**config.mk**
```make
export PLATFORM = sky130hd
export DESIGN_NAME = pll_lock_supervisor
export DESIGN_NICKNAME = d
export VERILOG_FILES = /design/src/rtl/pll_sup_pkg.sv /design/src/rtl/pll_lock_chan.sv /design/src/rtl/pll_lock_supervisor.sv
export SDC_FILE = /design/constraint.sdc
export NUM_CORES = 1
export LEC_CHECK = 0
export ABC_AREA = 1
export BUFFER_PORTS_ARGS = -buffer_cell sky130_fd_sc_hd__buf_2
export CORE_MARGIN = 3
export CORE_UTILIZATION = 45
export CTS_CLUSTER_DIAMETER = 80
export CTS_CLUSTER_SIZE = 8
export DETAILED_ROUTE_END_ITERATION = 16
export SYNTH_ARGS = -nofsm -noshare
export SYNTH_HDL_FRONTEND = slang
export SYNTH_SLANG_ARGS = --single-unit
```
**constraint.sdc**
```tcl
create_clock -name clkin1 -period 3 [get_ports clkin1]
set_clock_uncertainty 0.05 [all_clocks]
set_input_delay 0.15 -clock clkin1 [delete_from_list [all_inputs] [get_ports clkin1]]
set_output_delay 0.15 -clock clkin1 [all_outputs]
set_load 0.01 [all_outputs]
```
**src/rtl/pll_sup_pkg.sv**
```systemverilog
// Shared types, defaults and helpers for the PLL lock supervisor.
package pll_sup_pkg;

    // Per-channel supervisor state.
    typedef enum logic [2:0] {
        ST_RESET     = 3'd0,
        ST_WAIT_LOCK = 3'd1,
        ST_STABLE    = 3'd2,
        ST_RUN       = 3'd3,
        ST_FAULT     = 3'd4
    } pll_sup_state_t;

    localparam int DEF_N_PLL            = 2;
    localparam int DEF_RST_HOLD_CYC     = 16;
    localparam int DEF_LOCK_TIMEOUT_CYC = 50000;
    localparam int DEF_LOCK_STABLE_CYC  = 1024;
    localparam int DEF_MAX_RETRY        = 3;

    // Width of the shared cycle counter: large enough to hold the longest
    // per-state interval without wrapping.
    function automatic int ctr_width(input int hold_cyc, input int timeout_cyc,
                                     input int stable_cyc);
        int max_val;
        max_val = hold_cyc;
        if (timeout_cyc > max_val) max_val = timeout_cyc;
        if (stable_cyc > max_val)  max_val = stable_cyc;
        return $clog2(max_val + 1);
    endfunction

endpackage

```
**src/rtl/pll_lock_chan.sv**
```systemverilog
// One supervised PLL channel: lock synchroniser, acquisition FSM with retry
// accounting, and registered outputs decoded from the next state.
module pll_lock_chan
    import pll_sup_pkg::*;
#(
    parameter int RST_HOLD_CYC     = DEF_RST_HOLD_CYC,
    parameter int LOCK_TIMEOUT_CYC = DEF_LOCK_TIMEOUT_CYC,
    parameter int LOCK_STABLE_CYC  = DEF_LOCK_STABLE_CYC,
    parameter int MAX_RETRY        = DEF_MAX_RETRY
) (
    input  logic clkin1,
    input  logic rst_n,
    input  logic pll_lock,
    input  logic fault_clr,
    output logic pll_rst,
    output logic dom_rst_n,
    output logic fault,
    output logic lock_lost
);

    localparam int CW = ctr_width(RST_HOLD_CYC, LOCK_TIMEOUT_CYC, LOCK_STABLE_CYC);
    localparam int RW = $clog2(MAX_RETRY + 1);

    // Terminal counts: cnt counts cycles already spent in the state, so the
    // exit happens on the edge where cnt reaches N-1.
    localparam logic [CW-1:0] RST_LAST     = CW'(RST_HOLD_CYC - 1);
    localparam logic [CW-1:0] TIMEOUT_LAST = CW'(LOCK_TIMEOUT_CYC - 1);
    localparam logic [CW-1:0] STABLE_LAST  = CW'(LOCK_STABLE_CYC - 1);
    localparam logic [RW-1:0] RETRY_LIMIT  = RW'(MAX_RETRY);

    logic [1:0]     sync_reg;
    logic           lock_s;
    pll_sup_state_t state_reg, state_next;
    logic [CW-1:0]  cnt_reg, cnt_next;
    logic [RW-1:0]  retry_reg, retry_next;
    logic [RW-1:0]  retry_inc;
    logic           lock_lost_reg, lock_lost_next;
    logic           pll_rst_reg, dom_rst_n_reg, fault_reg;
    logic           failed;

    assign lock_s    = sync_reg[1];
    assign retry_inc = retry_reg + RW'(1);

    // Two-flop synchroniser for the asynchronous PLL lock indication.
    always_ff @(posedge clkin1) begin
        if (!rst_n) begin
            sync_reg <= 2'b00;
        end else begin
            sync_reg <= {sync_reg[0], pll_lock};
        end
    end

    // State, counters and registered outputs (outputs follow the next state).
    always_ff @(posedge clkin1) begin
        if (!rst_n) begin
            state_reg     <= ST_RESET;
            cnt_reg       <= '0;
            retry_reg     <= '0;
            lock_lost_reg <= 1'b0;
            pll_rst_reg   <= 1'b1;
            dom_rst_n_reg <= 1'b0;
            fault_reg     <= 1'b0;
        end else begin
            state_reg     <= state_next;
            cnt_reg       <= cnt_next;
            retry_reg     <= retry_next;
            lock_lost_reg <= lock_lost_next;
            pll_rst_reg   <= (state_next == ST_RESET) || (state_next == ST_FAULT);
            dom_rst_n_reg <= (state_next == ST_RUN);
            fault_reg     <= (state_next == ST_FAULT);
        end
    end

    // Next-state logic; a failed attempt is resolved after the case so that
    // WAIT_LOCK timeouts and STABLE glitches share the retry accounting.
    always_comb begin
        state_next     = state_reg;
        cnt_next       = cnt_reg;
        retry_next     = retry_reg;
        lock_lost_next = fault_clr ? 1'b0 : lock_lost_reg;
        failed         = 1'b0;

        case (state_reg)
            ST_RESET: begin
                if (cnt_reg == RST_LAST) begin
                    state_next = ST_WAIT_LOCK;
                    cnt_next   = '0;
                end else begin
                    cnt_next = cnt_reg + CW'(1);
                end
            end
            ST_WAIT_LOCK: begin
                if (lock_s) begin
                    state_next = ST_STABLE;
                    cnt_next   = '0;
                end else if (cnt_reg == TIMEOUT_LAST) begin
                    failed = 1'b1;
                end else begin
                    cnt_next = cnt_reg + CW'(1);
                end
            end
            ST_STABLE: begin
                if (!lock_s) begin
                    failed = 1'b1;
                end else if (cnt_reg == STABLE_LAST) begin
                    state_next = ST_RUN;
                    cnt_next   = '0;
                    retry_next = '0;
                end else begin
                    cnt_next = cnt_reg + CW'(1);
                end
            end
            ST_RUN: begin
                // A loss after a good lock restarts acquisition with a clean
                // retry budget; it is reported but never counted as a failure.
                if (!lock_s) begin
                    state_next     = ST_RESET;
                    cnt_next       = '0;
                    retry_next     = '0;
                    lock_lost_next = 1'b1;
                end
            end
            ST_FAULT: begin
                if (fault_clr) begin
                    state_next     = ST_RESET;
                    cnt_next       = '0;
                    retry_next     = '0;
                    lock_lost_next = 1'b0;
                end
            end
            default: begin
                state_next = ST_RESET;
                cnt_next   = '0;
                retry_next = '0;
            end
        endcase

        if (failed) begin
            retry_next = retry_inc;
            cnt_next   = '0;
            state_next = (retry_inc == RETRY_LIMIT) ? ST_FAULT : ST_RESET;
        end
    end

    assign pll_rst   = pll_rst_reg;
    assign dom_rst_n = dom_rst_n_reg;
    assign fault     = fault_reg;
    assign lock_lost = lock_lost_reg;

endmodule

```
**src/rtl/pll_lock_supervisor.sv**
```systemverilog
// Top level: N_PLL independent channel supervisors plus the registered
// all-channels-locked summary.
module pll_lock_supervisor
    import pll_sup_pkg::*;
#(
    parameter int N_PLL            = DEF_N_PLL,
    parameter int RST_HOLD_CYC     = DEF_RST_HOLD_CYC,
    parameter int LOCK_TIMEOUT_CYC = DEF_LOCK_TIMEOUT_CYC,
    parameter int LOCK_STABLE_CYC  = DEF_LOCK_STABLE_CYC,
    parameter int MAX_RETRY        = DEF_MAX_RETRY
) (
    input  logic             clkin1,
    input  logic             rst_n,
    input  logic [N_PLL-1:0] pll_lock,
    input  logic [N_PLL-1:0] fault_clr,
    output logic [N_PLL-1:0] pll_rst,
    output logic [N_PLL-1:0] dom_rst_n,
    output logic [N_PLL-1:0] fault,
    output logic [N_PLL-1:0] lock_lost,
    output logic             all_locked
);

    logic all_locked_reg;

    genvar gi;
    generate
        for (gi = 0; gi < N_PLL; gi++) begin : g_chan
            pll_lock_chan #(
                .RST_HOLD_CYC     (RST_HOLD_CYC),
                .LOCK_TIMEOUT_CYC (LOCK_TIMEOUT_CYC),
                .LOCK_STABLE_CYC  (LOCK_STABLE_CYC),
                .MAX_RETRY        (MAX_RETRY)
            ) u_chan (
                .clkin1    (clkin1),
                .rst_n     (rst_n),
                .pll_lock  (pll_lock[gi]),
                .fault_clr (fault_clr[gi]),
                .pll_rst   (pll_rst[gi]),
                .dom_rst_n (dom_rst_n[gi]),
                .fault     (fault[gi]),
                .lock_lost (lock_lost[gi])
            );
        end
    endgenerate

    // dom_rst_n is high exactly while a channel is in RUN, so its AND
    // (registered once more) is the all-channels-running flag.
    always_ff @(posedge clkin1) begin
        if (!rst_n) begin
            all_locked_reg <= 1'b0;
        end else begin
            all_locked_reg <= &dom_rst_n;
        end
    end

    assign all_locked = all_locked_reg;

endmodule
```
==> flow_summary.json, run 1 <==
{
  "status": "completed",
  "slew_violations": 0,
  "ys_top_cells_by_count": "nand2_1, nor2_1, inv_1, dfxtp_1, nand3_1",
  "grt_max_degree": 20,
  "drive_gt1_share_pct": 11.5,
  "arrival_ns": 2.16,
  "drt_wl_total_mm": 7.44,
  "fin_setup_tns_ns": 0,
  "first_iter_violations": 176,
  "initial_utilization_pct": 47.6,
  "grt_pass1_vias": 2877,
  "p_per_area_nw_per_um2": 354,
  "cts_setup_buffers": 0,
  "hold_class": "primary input to flop",
  "grt_antenna_before_repair": 0,
  "synth_cells": 514,
  "cp-end-kind": "flop",
  "regArea_um2": 1100,
  "ys_ff_latch": 55,
  "synth.distinct_cells": 34,
  "async_flop_share_pct": 0,
  "first_pass_iters": 4,
  "maxCapViolations": 0,
  "seq_area_frac_synth_pct": 33.1,
  "vias": 3133,
  "via_per_inst": 5.06,
  "setup_violations": 0,
  "worstPathRequired_ns": 3.21,
  "startpoint_type": "flop",
  "worstMarginPinSlew_ns": 0.605,
  "post-synth-top-count-cell": "nand2_1",
  "postRouteAntennaNets": 0,
  "worst_hold_slack_ns": 0.0379,
  "syn_area_per_cell_um2": 6.47,
  "largest_reg_flops": 32,
  "dpl.hpwl_mm": 5.69,
  "drcViolationCount": 0,
  "rsz0062_at_grt": "false",
  "finalInstanceArea_um2": 3510,
  "crit_type": "flop to flop",
  "die_height_um": 92.0,
  "final_cells": 619,
  "clockRootBuffer": "clkbuf_8",
  "grt_pass1_wl_mm": 13.1,
  "synth_flop_cell": "dfxtp_1",
  "htree_num_levels": 2,
  "multi_input_area_um2": 1830,
  "synth_fp_nets": 524,
  "die_w_um": 92.0,
  "clockBufferDepth": 2,
  "synth_edf_count": 0,
  "io_pins": 15,
  "port_buffers": 14,
  "max_freq_ghz": 0.513,
  "clkLatencyLatePin_ns": 0.32,
  "gp_congestion": 0.836,
  "track_usage_pct": 18.8,
  "cts_tree": "yes",
  "nNetsFinal": 532,
  "nFillCells": 741,
  "grt.overflow.total": 0,
  "path_max_fanout": 16,
  "ys_top_cells_by_area": "dfxtp_1, nand2_1, nor2_1, inv_1, nand3_1",
  "area_growth_pct": 5.65,
  "core-area_um2": 6980,
  "dpl_cell_area_um2": 3400,
  "ir_drop_mv": 0.173,
  "wl_per_cell_um": 12.0,
  "min_period_over_period_pct": 65.0,
  "diodes": 0,
  "period_needed_ns": 1.95,
  "timing.slew.headroom_pct": 59.4,
  "yosys_warnings": 0,
  "cts_buffers": 5,
  "die-area_um2": 8450,
  "syn_area_um2": 3320,
  "dp_cells": 609,
  "synth_top_area_share_pct": 33.1,
  "rows": 30,
  "yosysTopAreaCell": "dfxtp_1",
  "numClockSinks": 55,
  "clk_pin_slew_ns": 0.11,
  "hold_viol": 0,
  "power_leakage_nw": 1.53
}
-- where the power goes --
part           internal (mW)  switching (mW)  total [mW]  leakage, nW
combinational         0.0204          0.0300      0.0505         1.04
sequential             0.740         0.00886       0.748        0.445
clock                  0.172           0.271       0.443       0.0463
total                  0.932           0.310        1.24         1.53
-- cell usage in the layout (no fill, tap or decap), types with 6 or more instances in the layout --
master     n
nor3_1    12
inv_2      9
a21oi_1   26
nand3_1   39
dfxtp_1   55
nand4_1   19
nor2_1    88
nand2_1  119
o21ai_0   11
nor2_2     6
inv_1     65
xor2_1     6
buf_2     14
-- final timing paths --
path | from | end | slack [ns] | cells past startpoint
setup reg to reg | g_chan[1].u_chan.cnt_reg[0]$_SDFFE_PP0P_ | g_chan[1].u_chan.cnt_reg[7]$_SDFFE_PP0P_ | 1.05 | 9
hold / removal | fault_clr[1] | g_chan[1].u_chan.lock_lost$_SDFF_PN0_ | 0.04 | 4
hold reg to reg | g_chan[1].u_chan.sync_reg[0]$_SDFF_PN0_ | g_chan[1].u_chan.sync_reg[1]$_SDFF_PN0_ | 0.37 | 2
setup / recovery | g_chan[1].u_chan.cnt_reg[0]$_SDFFE_PP0P_ | g_chan[1].u_chan.cnt_reg[7]$_SDFFE_PP0P_ | 1.05 | 9
-- layout make-up --
| class | instances | area share [%] |
|---|---|---|
| clock inverter | 3 | 0.784 |
| multi-input combinational | 370 | 52.0 |
| timing repair buffer | 16 | 2.57 |
| tap | 96 | 3.42 |
| sequential | 55 | 31.4 |
| clock buffer | 5 | 1.96 |
| inverter | 74 | 7.91 |
-- routing by layer --
metal | track usage (%) | share of wire, % | vias to the layer above
met5 | 0 | 0 | -
met4 | 6.19 | 1.5 | 0
met3 | 2.63 | 4.0 | 9
met2 | 28.0 | 42 | 66
met1 | 27.7 | 53 | 1408
li1 | - | - | 1650
-- kinds of logic after synthesis --
| kind of cell | synth area share (%) |
|---|---|
| xor gates and xnor gates | 1.58 |
| buffers and inverters | 11.9 |
| and+or+nand+nor | 44.3 |
| adders and majority gates | 1.51 |
| DFF | 33.1 |
| AOI/OAI and AO/OA | 7.53 |
-- stage by stage --
step           worst slack [ns]  utilization (%)  total power [mW]
2_1_floorplan              1.41                -             0.799
4_1_cts                    1.03             50.3              1.26
6_report                   1.05             50.3              1.24
5_1_grt                   0.799             50.3              1.30
3_3_place_gp               1.08             48.6             0.814
3_5_place_dp               1.06             48.6             0.813
-- what timing repair did --
item | 4_1_cts | 5_1_grt
hold buffers | 2 | 0
setup endpoints to repair | 0 | 0
gates resized for setup | 0 | 0
endpoints found under the hold margin | 2 | 0
-- critical path, cell delays in order (launching register included) --
cell and delay, ns:
dfxtp_1 0.39, ha_1 0.21, nand3_2 0.19, nor2_4 0.20, nand3_4 0.11, nand4_4 0.20, inv_2 0.18, nand2_1 0.15
nand2_1 0.09, nor2_1 0.10
Note: power is estimated with default switching activity, not from simulation.
==> inputs of run 2 (changes only) <==
- clock period: 3 -> 1.7 ns (I/O delays scaled with it)
==> flow_summary.json, run 2 (same netlist as run 1, synthesis figures left out) <==
{
  "drive_gt1_share_pct": 29.7,
  "cp-end-kind": "flop",
  "die_height_um": 92.0,
  "port_buffers": 14,
  "post-route-util_pct": 60.5,
  "drcViolationCount": 0,
  "p_per_area_nw_per_um2": 530,
  "layout.cells.most_common_list": "nand2_1, nor2_1, inv_1, buf_4, dfxtp_1",
  "min_from": "rst_n",
  "via_per_inst": 4.95,
  "hold_viol": 0,
  "clockBufferDepth": 2,
  "vias": 3373,
  "rows": 30,
  "io_pins": 15,
  "clk_pin_slew_ns": 0.11,
  "mostFrequentLayoutCell": "nand2_1",
  "arrival_ns": 1.87,
  "wl_per_cell_um": 12.2,
  "final_cells": 682,
  "crit_type": "flop to flop",
  "grt_pass1_vias": 2975,
  "max_freq_ghz": 0.604,
  "cts_tree": "yes",
  "slew_violations": 0,
  "finalInstanceArea_um2": 4230,
  "die-area_um2": 8450,
  "initial_utilization_pct": 47.6,
  "r2r-end": "g_chan[0].u_chan.fault$_SDFF_PN0_",
  "postRouteAntennaNets": 0,
  "worstPathRequired_ns": 1.91,
  "worstMarginPinSlew_ns": 0.476,
  "power_leakage_nw": 1.89,
  "grt_max_degree": 20,
  "startpoint_type": "flop",
  "hold_class": "primary input to flop",
  "status": "completed",
  "nNetsFinal": 595,
  "dpl.hpwl_mm": 6.16,
  "grt_pass1_wl_mm": 13.6,
  "rsz0062_at_grt": "true",
  "gp_congestion": 0.870,
  "setup_violations": 0,
  "dpl_cell_area_um2": 3790,
  "maxCapViolations": 0,
  "numClockSinks": 55,
  "period_needed_ns": 1.66,
  "path_max_fanout": 3,
  "first_iter_violations": 117,
  "die_w_um": 92.0,
  "ir_drop_mv": 0.317,
  "core-area_um2": 6980,
  "whs_path_depth": 3,
  "hold-path-endpoint": "g_chan[0].u_chan.sync_reg[0]$_SDFF_PN0_",
  "clkLatencyLatePin_ns": 0.32,
  "reg2reg_depth": 9,
  "r2r-start": "g_chan[0].u_chan.cnt_reg[1]$_SDFFE_PP0P_",
  "diodes": 0,
  "timing.slew.headroom_pct": 68.0,
  "htree_num_levels": 2,
  "grt_antenna_before_repair": 0,
  "clockRootBuffer": "clkbuf_8",
  "first_pass_iters": 4,
  "largest_reg_flops": 32,
  "track_usage_pct": 19.5,
  "ff2ff_setup_slack_ns": 0.04,
  "drt_wl_total_mm": 8.31,
  "min_period_over_period_pct": 97.4,
  "grt.overflow.total": 0,
  "area_growth_pct": 27.1,
  "cts_buffers": 5,
  "dp_cells": 661,
  "setup_slack_ns": 0.0437,
  "pre_cts_slack_ns": -0.0392
}
## run 2: cell count changes in the layout (fill, tap and decap cells not counted), sizes merged
cell         before  now
buf              14   75
dlygate4sd3       2    3
nand2           128  129
## run 2: metal layers
metal	global-route usage [%]	up-vias	wire, µm
li1	-	1776	-
met1	28.5	1515	4240
met2	30.5	77	3670
met3	2.95	5	337
met4	4.21	0	66
met5	0	-	0
## run 2: final cells by class
type                       instances  area [µm²]
sequential                        55        1120
inverter                          74         285
tap                               96         120
multi-input combinational        371        2030
clock inverter                     3        27.5
clock buffer                       5        68.8
timing repair buffer              78         566
fill                             684        2760
## run 2: per-stage QoR
| step | total power [mW] | setup TNS, ns | hold slack [ns] |
|---|---|---|---|
| after floorplan | 1.41 | 0 | 0.128 |
| after global placement | 1.46 | -0.136 | 0.216 |
| after detailed placement | 1.46 | -0.317 | 0.221 |
| after CTS | 2.26 | 0 | 0.00423 |
| after global routing | 2.32 | -0.795 | 0.0220 |
| final | 2.24 | 0 | 0.0106 |
## run 2: how the worst max path moves through the flow
stage                                                         start                                   endpoint  slack, ns  cells after the start
after floorplan            g_chan[1].u_chan.cnt_reg[0]$_SDFFE_PP0P_   g_chan[1].u_chan.cnt_reg[8]$_SDFFE_PP0P_       0.11                     10
after global placement     g_chan[0].u_chan.cnt_reg[1]$_SDFFE_PP0P_  g_chan[0].u_chan.cnt_reg[13]$_SDFFE_PP0P_      -0.03                     12
after detailed placement   g_chan[0].u_chan.cnt_reg[1]$_SDFFE_PP0P_  g_chan[0].u_chan.cnt_reg[13]$_SDFFE_PP0P_      -0.04                     12
after CTS                 g_chan[0].u_chan.cnt_reg[10]$_SDFFE_PP0P_   g_chan[0].u_chan.cnt_reg[9]$_SDFFE_PP0P_       0.02                     11
after global routing       g_chan[0].u_chan.cnt_reg[1]$_SDFFE_PP0P_  g_chan[0].u_chan.cnt_reg[10]$_SDFFE_PP0P_      -0.07                     12
final                      g_chan[0].u_chan.cnt_reg[1]$_SDFFE_PP0P_          g_chan[0].u_chan.fault$_SDFF_PN0_       0.04                      9
## run 2: critical path, stage by stage, from the launching register on
cell and delay, ns:
dfxtp_2 0.38, ha_4 0.18, nand3_4 0.10, nor2_4 0.10, nand3_2 0.09, buf_4 0.14, buf_4 0.12, a21oi_1 0.19
nand2_1 0.11, a21oi_1 0.13
## run 2: power breakdown
group	internal (mW)	total, mW	switching (mW)
Clock	0.304	0.786	0.482
Sequential	1.31	1.33	0.0197
Combinational	0.0617	0.127	0.0656
## run 2: repair_timing
action,4_1_cts,5_1_grt
cloned,1,0
hold buffers,3,0
endpoints found under the setup margin,17,41
pin swaps,2,20
hold endpoints to repair,3,0
buffers inserted,4,5
resized for setup,10,65
==> inputs of run 3 (changes only) <==
- PLACE_DENSITY: not set -> 0.76
==> flow_summary.json, run 3 (same netlist as run 1, synthesis figures left out) <==
{
  "worstPathRequired_ns": 1.86,
  "path_max_fanout": 6,
  "status": "completed",
  "hold_viol": 0,
  "area_growth_pct": 24.1,
  "die_w_um": 92.0,
  "mostFrequentLayoutCell": "nand2_1",
  "cts_buffers": 5,
  "io_pins": 15,
  "p_total_mw": 2.29,
  "slowest_stage": "dfxtp_2",
  "clk_pin_slew_ns": 0.10,
  "maxCapViolations": 0,
  "grt_antenna_before_repair": 0,
  "cp_slowest_stage_delay_ns": 0.37,
  "dpl.hpwl_mm": 6.03,
  "largest_reg_flops": 32,
  "nFillCells": 643,
  "drt_wl_total_mm": 8.35,
  "rows": 30,
  "die_height_um": 92.0,
  "grt_max_degree": 16,
  "min_period_over_period_pct": 96.7,
  "gp_congestion": 0.903,
  "clkLatencyLatePin_ns": 0.31,
  "drive_gt1_share_pct": 28.3,
  "dp_cells": 643,
  "slew_violations": 0,
  "final_cells": 664,
  "vias": 3458,
  "timing.critical_path.cells": "ha_4 > nand3_4 > nor2_2 > nand3_2 > nand2_2 > nand2_4 > nand2_4 > buf_4 > nor2_1 > o21a_1",
  "wl_per_cell_um": 12.6,
  "numClockSinks": 55,
  "grt_pass1_vias": 3042,
  "power_leakage_nw": 1.82,
  "port_buffers": 14,
  "timing.slew.headroom_pct": 73.2,
  "post-route-util_pct": 59.1,
  "rsz0062_at_grt": "true",
  "hold_class": "primary input to flop",
  "grt_pass1_wl_mm": 13.4,
  "arrival_ns": 1.80,
  "htree_num_levels": 2,
  "first_pass_iters": 5,
  "cp-end-kind": "flop",
  "nNetsFinal": 578,
  "cts_tree": "yes",
  "initial_utilization_pct": 47.6,
  "layout.cells.most_common_list": "nand2_1, nor2_1, inv_1, buf_4",
  "clockRootBuffer": "clkbuf_8",
  "die-area_um2": 8450,
  "diodes": 0,
  "grt.overflow.total": 0,
  "drcViolationCount": 0,
  "setup_violations": 0,
  "p_per_area_nw_per_um2": 554,
  "max_freq_ghz": 0.608,
  "cpMostUsedCell": "nand2_4",
  "core-area_um2": 6980,
  "track_usage_pct": 19.3,
  "period_needed_ns": 1.64,
  "startpoint_type": "flop",
  "via_per_inst": 5.21,
  "worstMarginPinSlew_ns": 0.399,
  "crit_type": "flop to flop",
  "first_iter_violations": 214,
  "ir_drop_mv": 0.462,
  "clockBufferDepth": 2,
  "postRouteAntennaNets": 0
}
run 3: cell count changes in the layout (fill, tap and decap cells not counted), sizes merged:
cell and change:
buf -16, dlygate4sd3 -1, clkinv -1, bufinv +1, inv -1, clkinvlp -1
clkbuf +1
run 3: report_power, final:
| part | leakage [nW] | switching (mW) | internal (mW) | total, mW |
|---|---|---|---|---|
| Sequential | 0.455 | 0.0225 | 1.30 | 1.32 |
| Combinational | 1.31 | 0.0692 | 0.0575 | 0.127 |
| Clock | 0.0513 | 0.404 | 0.432 | 0.837 |
| Total | 1.82 | 0.496 | 1.79 | 2.29 |
run 3: worst paths after layout:
kind	start	to	slack (ns)	depth (start not counted)
hold reg to reg	g_chan[1].u_chan.sync_reg[0]$_SDFF_PN0_	g_chan[1].u_chan.sync_reg[1]$_SDFF_PN0_	0.37	2
setup / recovery	g_chan[0].u_chan.cnt_reg[1]$_SDFFE_PP0P_	g_chan[0].u_chan.cnt_reg[0]$_SDFFE_PP0P_	0.06	10
hold / removal	fault_clr[1]	g_chan[1].u_chan.lock_lost$_SDFF_PN0_	0.01	4
setup reg to reg	g_chan[0].u_chan.cnt_reg[1]$_SDFFE_PP0P_	g_chan[0].u_chan.cnt_reg[0]$_SDFFE_PP0P_	0.06	10
run 3: final cells by class:
cell class	instances	area (µm²)	share of cell area (%)
Clock buffer	6	72.6	1.76
Clock inverter	1	30.0	0.728
Inverter	74	285	6.91
Multi-Input combinational cell	371	2050	49.7
Sequential cell	55	1140	27.5
Tap cell	96	120	2.91
Timing Repair Buffer	61	432	10.5
run 3: critical path: cells and delay by family (launching register included):
kind                     cells  cell delay [ns]
flip-flops                   1             0.37
AND/OR/NAND/NOR              7             0.67
AO/OA/AOI/OAI                1             0.16
adder cells (fa/ha/maj)      1             0.17
buffers and inverters        1             0.12
run 3: timing repair:
action                                  in CTS  in global routing
hold endpoints to repair                     2                  0
buffers inserted                             2                  9
endpoints found under the setup margin      25                 38
pin swaps                                    2                 27
hold buffers                                 2                  0
resized for setup                            8                 77
cloned                                       1                  0
run 3: stage by stage:
step	TNS (ns)	cell area, µm²	setup slack [ns]	hold WS, ns
floorplan	0	3320	0.111	0.128
global placement	0	3650	0.00535	0.221
detailed placement	-0.269	3650	-0.0401	0.220
CTS	0	3830	0.00390	0.00151
global route	-0.496	4130	-0.0616	0.0511
finish	0	4130	0.0560	0.0134
run 3: metal layers:
metal | part of all wire [%] | up-vias | track usage (%)
met5 | 0 | - | 0
li1 | - | 1745 | -
met4 | 1.9 | 0 | 6.44
met2 | 48 | 113 | 31.1
met1 | 44 | 1582 | 25.9
met3 | 5.9 | 18 | 3.86
